**config.mk**
```make
export PLATFORM = sky130hd
export DESIGN_NAME = ili9341_pattern_gen
export DESIGN_NICKNAME = d
export VERILOG_FILES = /design/src/rtl/ili9341_pattern_gen.sv
export SDC_FILE = /design/constraint.sdc
export NUM_CORES = 1
export LEC_CHECK = 0
export CAP_MARGIN = 40
export CELL_PAD_IN_SITES_DETAIL_PLACEMENT = 2
export CELL_PAD_IN_SITES_GLOBAL_PLACEMENT = 2
export CORE_MARGIN = 2
export CORE_UTILIZATION = 35
export DETAILED_ROUTE_END_ITERATION = 8
export GPL_TIMING_DRIVEN = 0
export MAX_ROUTING_LAYER = met4
export PLACE_DENSITY = 0.91
export SLEW_MARGIN = 20
export SYNTH_ARGS = -nofsm -noshare
export SYNTH_HDL_FRONTEND = slang
export SYNTH_SLANG_ARGS = --single-unit
```
**constraint.sdc**
```tcl
create_clock -name clk -period 6.1 [get_ports clk]
set_input_delay 0.61 -clock clk [delete_from_list [all_inputs] [get_ports clk]]
set_output_delay 0.61 -clock clk [all_outputs]
set_load 0.01 [all_outputs]
```
**src/rtl/ili9341_pattern_gen.sv**
```systemverilog
// Frame pixel source for the ILI9341 SPI path.
// Streams one WIDTH x HEIGHT frame of RGB565 pixels per request in raster order.
// Handshake: a pixel moves when pix_valid && pix_ready are both high at a rising
// clk edge; while pix_valid is high and pix_ready is low, pix_data, pix_x, pix_y
// and pix_last hold stable. pix_valid never drops without a transfer, except on reset.
module ili9341_pattern_gen #(
    parameter int WIDTH      = 240,
    parameter int HEIGHT     = 320,
    parameter int PIXEL_SIZE = 16,
    parameter int TILE_LOG2  = 3,
    parameter int CONTINUOUS = 0
) (
    input  logic                      clk,
    input  logic                      rst,
    input  logic [2:0]                mode,
    input  logic                      frame_req,
    input  logic                      pix_ready,
    output logic                      pix_valid,
    output logic [PIXEL_SIZE-1:0]     pix_data,
    output logic                      pix_last,
    output logic [$clog2(WIDTH)-1:0]  pix_x,
    output logic [$clog2(HEIGHT)-1:0] pix_y,
    output logic                      busy,
    output logic                      frame_done,
    output logic [1:0]                state_dbg
);

    localparam int XW    = $clog2(WIDTH);
    localparam int YW    = $clog2(HEIGHT);
    localparam int BAR_W = WIDTH / 8;
    localparam int BCW   = $clog2(BAR_W + 1);

    localparam logic [XW-1:0]  X_MAX    = XW'(WIDTH - 1);
    localparam logic [YW-1:0]  Y_MAX    = YW'(HEIGHT - 1);
    localparam logic [BCW-1:0] BAR_LAST = BCW'(BAR_W - 1);

    typedef enum logic [1:0] {
        S_IDLE   = 2'd0,
        S_LOAD   = 2'd1,
        S_STREAM = 2'd2
    } state_t;

    state_t                  state_q, state_d;
    logic [2:0]              mode_q, mode_d;
    logic [XW-1:0]           x_q, x_d, nx;
    logic [YW-1:0]           y_q, y_d, ny;
    logic [2:0]              bar_idx_q, bar_idx_d, nbar_idx;
    logic [BCW-1:0]          bar_col_q, bar_col_d, nbar_col;
    logic                    pix_valid_q, pix_valid_d;
    logic                    pix_last_q, pix_last_d;
    logic [PIXEL_SIZE-1:0]   pix_data_q, pix_data_d;
    logic                    busy_q, busy_d;
    logic                    frame_done_q, frame_done_d;

    // Pattern colour for a coordinate; bar is the colour-bar index tracked by counters.
    function automatic logic [15:0] pixel_of(input logic [2:0] m, input logic [XW-1:0] x,
                                             input logic [YW-1:0] y, input logic [2:0] bar);
        logic [15:0] p;
        logic        tile_bit;
        tile_bit = 1'(x >> TILE_LOG2) ^ 1'(y >> TILE_LOG2);
        case (m)
            3'd0:    p = 16'hFFE0;
            3'd1:    p = 16'h07FF;
            3'd2:    p = 16'hF800;
            3'd3:    p = 16'h780F;
            3'd4:    p = 16'h0000;
            3'd5:    p = tile_bit ? 16'hFFFF : 16'h0000;
            3'd6: begin
                case (bar)
                    3'd0:    p = 16'hFFFF;
                    3'd1:    p = 16'hFFE0;
                    3'd2:    p = 16'h07FF;
                    3'd3:    p = 16'h07E0;
                    3'd4:    p = 16'hF81F;
                    3'd5:    p = 16'hF800;
                    3'd6:    p = 16'h001F;
                    default: p = 16'h0000;
                endcase
            end
            default: p = {5'(x), 6'b0, 5'(y)};
        endcase
        return p;
    endfunction

    // Raster successor of the current pixel, including the divider-free bar counters.
    always_comb begin
        nx       = x_q + XW'(1);
        ny       = y_q;
        nbar_idx = bar_idx_q;
        nbar_col = bar_col_q;
        if (x_q == X_MAX) begin
            nx       = '0;
            ny       = (y_q == Y_MAX) ? '0 : y_q + YW'(1);
            nbar_idx = '0;
            nbar_col = '0;
        end else if (bar_idx_q != 3'd7) begin
            if (bar_col_q == BAR_LAST) begin
                nbar_idx = bar_idx_q + 3'd1;
                nbar_col = '0;
            end else begin
                nbar_col = bar_col_q + BCW'(1);
            end
        end
    end

    // Frame FSM: next state and next registered outputs.
    always_comb begin
        state_d      = state_q;
        mode_d       = mode_q;
        x_d          = x_q;
        y_d          = y_q;
        bar_idx_d    = bar_idx_q;
        bar_col_d    = bar_col_q;
        pix_valid_d  = pix_valid_q;
        pix_last_d   = pix_last_q;
        pix_data_d   = pix_data_q;
        frame_done_d = 1'b0;
        case (state_q)
            S_IDLE: begin
                if (frame_req) begin
                    state_d = S_LOAD;
                    mode_d  = mode;
                end
            end
            S_LOAD: begin
                state_d     = S_STREAM;
                pix_valid_d = 1'b1;
                pix_last_d  = 1'b0;
                x_d         = '0;
                y_d         = '0;
                bar_idx_d   = '0;
                bar_col_d   = '0;
                pix_data_d  = PIXEL_SIZE'(pixel_of(mode_q, '0, '0, '0));
            end
            S_STREAM: begin
                if (pix_valid_q && pix_ready) begin
                    if (pix_last_q) begin
                        pix_valid_d  = 1'b0;
                        pix_last_d   = 1'b0;
                        frame_done_d = 1'b1;
                        x_d          = '0;
                        y_d          = '0;
                        bar_idx_d    = '0;
                        bar_col_d    = '0;
                        pix_data_d   = '0;
                        if ((CONTINUOUS != 0) || frame_req) begin
                            state_d = S_LOAD;
                            mode_d  = mode;
                        end else begin
                            state_d = S_IDLE;
                        end
                    end else begin
                        x_d        = nx;
                        y_d        = ny;
                        bar_idx_d  = nbar_idx;
                        bar_col_d  = nbar_col;
                        pix_last_d = (nx == X_MAX) && (ny == Y_MAX);
                        pix_data_d = PIXEL_SIZE'(pixel_of(mode_q, nx, ny, nbar_idx));
                    end
                end
            end
            default: state_d = S_IDLE;
        endcase
        busy_d = (state_d != S_IDLE);
    end

    // State and output registers; reset aborts any frame in flight.
    always_ff @(posedge clk or negedge rst) begin
        if (!rst) begin
            state_q      <= S_IDLE;
            mode_q       <= '0;
            x_q          <= '0;
            y_q          <= '0;
            bar_idx_q    <= '0;
            bar_col_q    <= '0;
            pix_valid_q  <= 1'b0;
            pix_last_q   <= 1'b0;
            pix_data_q   <= '0;
            busy_q       <= 1'b0;
            frame_done_q <= 1'b0;
        end else begin
            state_q      <= state_d;
            mode_q       <= mode_d;
            x_q          <= x_d;
            y_q          <= y_d;
            bar_idx_q    <= bar_idx_d;
            bar_col_q    <= bar_col_d;
            pix_valid_q  <= pix_valid_d;
            pix_last_q   <= pix_last_d;
            pix_data_q   <= pix_data_d;
            busy_q       <= busy_d;
            frame_done_q <= frame_done_d;
        end
    end

    assign pix_valid  = pix_valid_q;
    assign pix_data   = pix_data_q;
    assign pix_last   = pix_last_q;
    assign pix_x      = x_q;
    assign pix_y      = y_q;
    assign busy       = busy_q;
    assign frame_done = frame_done_q;
    assign state_dbg  = state_q;

endmodule
```
; ---- Yosys cells after proc, flatten, opt, wreduce, memory -nomap -nowiden
; Cells that the tools add are included.
[totals]
reg_bits = 50
latch_bits = 0
ramBits = 0
romBits = 0
inputBits = 7
output_inout_bits = 39
wordCells = 97
n_memories = 0
[classes]
n_addsub = 4
n_mul = 0
n_div = 0
order_cmp = 0
eq_ne = 23
shifts = 0
muxes = 46
n_bitwise = 1
n_reduce_logical = 12
[ops]
columns = cell, count
row1 = $pmux 16 s7, 2
row2 = $pmux 16 s5, 1
row3 = $mux 16, 3
row4 = $mux 9, 4
row5 = $pmux 16 s2, 1
row6 = $mux 5, 5
row7 = $mux 3, 8
row8 = $mux 8, 3
row9 = $eq 3x3->1 const B, 6
row10 = $eq 9x9->1 const B, 2
row11 = $pmux 9 s2, 1
row12 = $eq 8x8->1 const B, 2
row13 = $pmux 8 s2, 1
row14 = $eq 3x2->1 const B, 4
row15 = $pmux 3 s2, 2
row16 = $pmux 5 s2, 1
row17 = $add 9x1->9 const B, 1
row18 = $reduce_and 3->1, 3
row19 = $add 8x1->8 const B, 1
row20 = $mux 1, 8
row21 = $eq 3x1->1 const B, 2
row22 = $logic_not 3->1, 2
row23 = $mux 2, 3
row24 = $pmux 2 s3, 1
row25 = 14 further kinds, 19

; ---- Depth between registers and ports, before layout
[logic_depth]
ltp_word = 10
ltp_mapped = 10
depth_no_buf = 7

; ---- Least setup slack after synthesis
; No wires, ideal clock.
[synth_path]
path_type = flip-flop to flip-flop
startpoint = reg state_q[0], in the netlist state_dbg[0]
endpoint = reg pix_data_q[14], in the netlist pix_data[14]
setup_time_ns = 0.136
t_arrival_ns = 1.870
required_ns = 5.964
slack_ns = 4.094
stages_incl_launch_ff = 11
n_path_buf = 3
period_less_slack_ns = 2.006
cell_sequence = dfrtp_1 -> inv_1 -> ha_1 -> buf_2 -> nand3_1 -> nor2b_1 -> clkbuf_1 -> clkbuf_1 -> nor2_1 -> a22oi_1 -> a21oi_1
[synth_via]
elab_chain_len = 3
elab_cells_between_ends = 6
cone_classes = eq/ne (3) / mux (1) / reduce/logical (2)
[synth_lines]
columns = element, line_no
row1 = start: declaration, 43  ; state_t state_q, state_d;
row2 = start signal: assignment, 182  ; state_q <= state_d;
row3 = $eq 2x2->1 or $eq 2x1->1 (tied branches), 118  ; case (state_q)
row4 = $ne 2x2->1 (no line) or $reduce_bool 2->1 (tied branches), --
row5 = $reduce_and 2->1 (no line), --
row6 = end signal: assignment, 190  ; pix_data_q <= pix_data_d;
row7 = end: declaration, 51  ; logic [PIXEL_SIZE-1:0] pix_data_q, pix_data_d;
; Parallel ways exist; a longest one is shown, timed or not.
; A chain may end at the register's enable or synchronous reset.

; ---- Final worst setup path
[layout_path]
startpoint = reg state_q[0], in the netlist state_dbg[0]
endpoint = reg bar_idx_q[0]
[layout_via]
elab_chain_len = 3
elab_cells_between_ends = 6
cone_classes = eq/ne (3) / mux (1) / reduce/logical (2)
[layout_lines]
columns = element, line_no
row1 = $eq 2x2->1 or $eq 2x1->1 (tied branches), 118
row2 = $ne 2x2->1 (no line) or $reduce_bool 2->1 (tied branches), --
row3 = $reduce_and 2->1 (no line), --
row4 = end signal: assignment, 186  ; bar_idx_q <= bar_idx_d;
row5 = end: declaration, 47  ; logic [2:0] bar_idx_q, bar_idx_d, nbar_idx;
; Parallel ways exist; a longest one is shown, timed or not.

==> impl_metrics.yaml <==
global_routing:
  antenna_found_initial: 0
  grt_pass1_wl_um: 17360
  globalRoute.totalOverflow: 0
  grt_max_degree: 25
  grt_pass1_vias: 3232
  grt_usage_pct: 25.25
power_and_ir_drop:
  powerDensity_nw_per_um2: 376.9
  vdd_drop_max_mv: 0.1763
  p_leak_nw: 1.525
  power.total_mw: 1.390
die:
  die_w_um: 96.49
  dieArea_um2: 9310
  initial_core_util_pct: 36.26
  rows: 33
  core_area_um2: 8258
  ioPinCount: 46
  die_h_um: 96.49
worst_setup_path:
  reg2reg_slack_ps: 3450
  worst_r2r_path_depth: 10
  critPathLaunchType: "register"
  reg2reg_from: "state_dbg[0]"
  cp-end-kind: "register"
  cp.arrival_ps: 2870
  worst-path-max-fanout: 10
  reg2reg_to: "bar_idx_q[0]"
  required_ps: 6320
  crit_type: "register to register"
sta:
  drv_slew: 0
  max_freq_ghz: 0.3771
  skew_ps: 8.497
  relSlewSlack_pct: 48.91
  worstMarginPinSlew_ps: 759.3
  finalWorstPathRequiredPeriod_ps: 2652
  tns_ps: 0
  worst_slack_ps: 3448
  hold_viol: 0
  fin_crit_sh_pct: 43.48
  rsz0062_at_grt: "no"
  setup_viol: 0
final_layout:
  area_delta_synth_final_pct: 23.15
  fin_util_pct: 44.65
  final_design_area_no_fill_um2: 3687
  drive_gt1_share_pct: 8.250
  diodes: 0
  multi_input_area_um2: 1697
  fill_cells: 954
  final_nets: 418
  seqCellArea_um2: 1126
detailed_routing:
  wl_per_cell_um: 21.20
  routed_wl_um: 10710
  avgViaCountPerCell: 5.887
  routed.top_layer: "met4"
  met2_length_um: 5339
  met3WireLength_um: 370
  drt-met1-wl_um: 4870
  drt-pass1-iter-count: 4
  antenna_left: 0
  dr.first_iter.drc_count: 137
  drc: 0
  vias: 2973
synth:
  ys_types: 62
  synth_area_leaders: "dfrtp_1 (38%), o21ai_0 (6.2%), ha_1 (4.6%), nand2_1 (4.0%), a21oi_1 (3.8%)"
  ys_seq_area_share_pct: 37.61
  syn_area_um2: 2994
  synth_common_cells: "dfrtp_1 (45), o21ai_0 (37), nand2_1 (32)"
  yosysWarnings: 0
  async_flop_share_pct: 100.0
  ys_ff_latch: 45
  synth_top_cell_area_share_pct: 37.61
  syn_area_per_cell_um2: 8.679
  postSynthCellCount: 345
  mappedNetlistNets: 363
  synth_edf_count: 0
  yosys.cell_count.top_type: "dfrtp_1"
  yosysTopAreaCell: "dfrtp_1"
  synth_ff_type: "dfrtp_1"
clock_tree:
  clockBufferDepth: 2
  root_buffer: "clkbuf_8"
  path_clk_slew_ps: 90
  post_cts_buffers: 0
  cts-hold-fix-buffers: 0
  h-tree-depth: 2
  cts_tree: "built"
  cts.repair.resized: 0
  clk_latency_ps: 300
  clock_sinks: 45
  cts_buffers: 5
placement:
  place.gp.congestion: 0.8463
  dpl.hpwl_um: 8109
  placed_cell_area_um2: 3596
  place_ws_ps: 3203
  port_buffers: 45
job:
  cap_violations: 0
outcome:
  status: "complete, no violations"
worst_hold_path:
  min_path_type: "input pin to async pin"
==> kinds of logic after synthesis <==
family / Yosys count / synth area share, %
flops: 45 / 37.61
buf+inv: 37 / 5.725
simple gates: 129 / 24.49
mux: 6 / 2.131
compound gates: 111 / 23.24
fa+ha+maj: 11 / 4.597
xor+xnor: 6 / 2.215
==> report_power, final <==
part | internal [mW] | switching, mW
Combinational | 0.318 | 0.441
Clock | 0.0902 | 0.106
Sequential | 0.367 | 0.0672
==> how the worst max path moves through the flow <==
stage                 start           end  slack [ps]
2_1_floorplan  state_dbg[0]  pix_data[14]        4090
3_3_place_gp            rst      pix_x[7]        3040
3_5_place_dp      pix_ready  bar_idx_q[0]        3200
4_1_cts        state_dbg[0]  bar_idx_q[0]        3440
5_1_grt        state_dbg[0]  bar_idx_q[0]        3250
6_report       state_dbg[0]  bar_idx_q[0]        3450
==> per-stage QoR <==
stage,hold slack (ps),cells
finish,298.7,505
global route,332.6,505
global placement,493.0,495
detailed placement,509.5,497
floorplan,314.4,345
CTS,315.5,504
==> cells in the final DEF, fill, tap and decap left out, types with 9 or more instances in the layout <==
cell and instances:
o21ai_0 37, o31ai_1 9, clkbuf_1 14, a21oi_1 23, nor3_1 9, dfrtp_1 45
inv_1 11, nand3_1 12, clkdlybuf4s50_1 44, nand2_1 32, ha_1 11, nor2_1 18
==> flip-flops by register name, summed over array words and instances, names as in the netlist <==
| name | cells |
|---|---|
| state_dbg | 2 |
| pix_valid | 1 |
| frame_done | 1 |
| pix_data | 11 |
| busy | 1 |
| bar_idx_q | 3 |
| bar_col_q | 5 |
| pix_y | 9 |
| pix_x | 8 |
| mode_q | 3 |
| pix_last | 1 |
==> critical path: stages, from the launching register on <==
cell and delay (ps):
dfrtp_1 450, inv_1 110, ha_1 140, buf_2 230, and4b_1 220, clkbuf_1 380, o21ai_0 350, clkbuf_2 240
o21ai_0 290, nand2_1 80, o21ai_0 80
==> layer usage <==
layer	vias up	GRT usage, %
li1	1376	-
met1	1521	32.62
met2	62	42.13
met3	14	3.879
met4	0	5.516
met5	-	-
==> layout make-up <==
class                           count  share of cell area [%]
Buffer                             26                   3.529
Clock buffer                        7                   2.341
Inverter                           11                   1.120
Multi-Input combinational cell    263                   46.01
Sequential cell                    45                   30.54
Tap cell                          105                   3.563
Timing Repair Buffer               48                   12.89
Note: power is estimated with default switching activity, not from simulation.
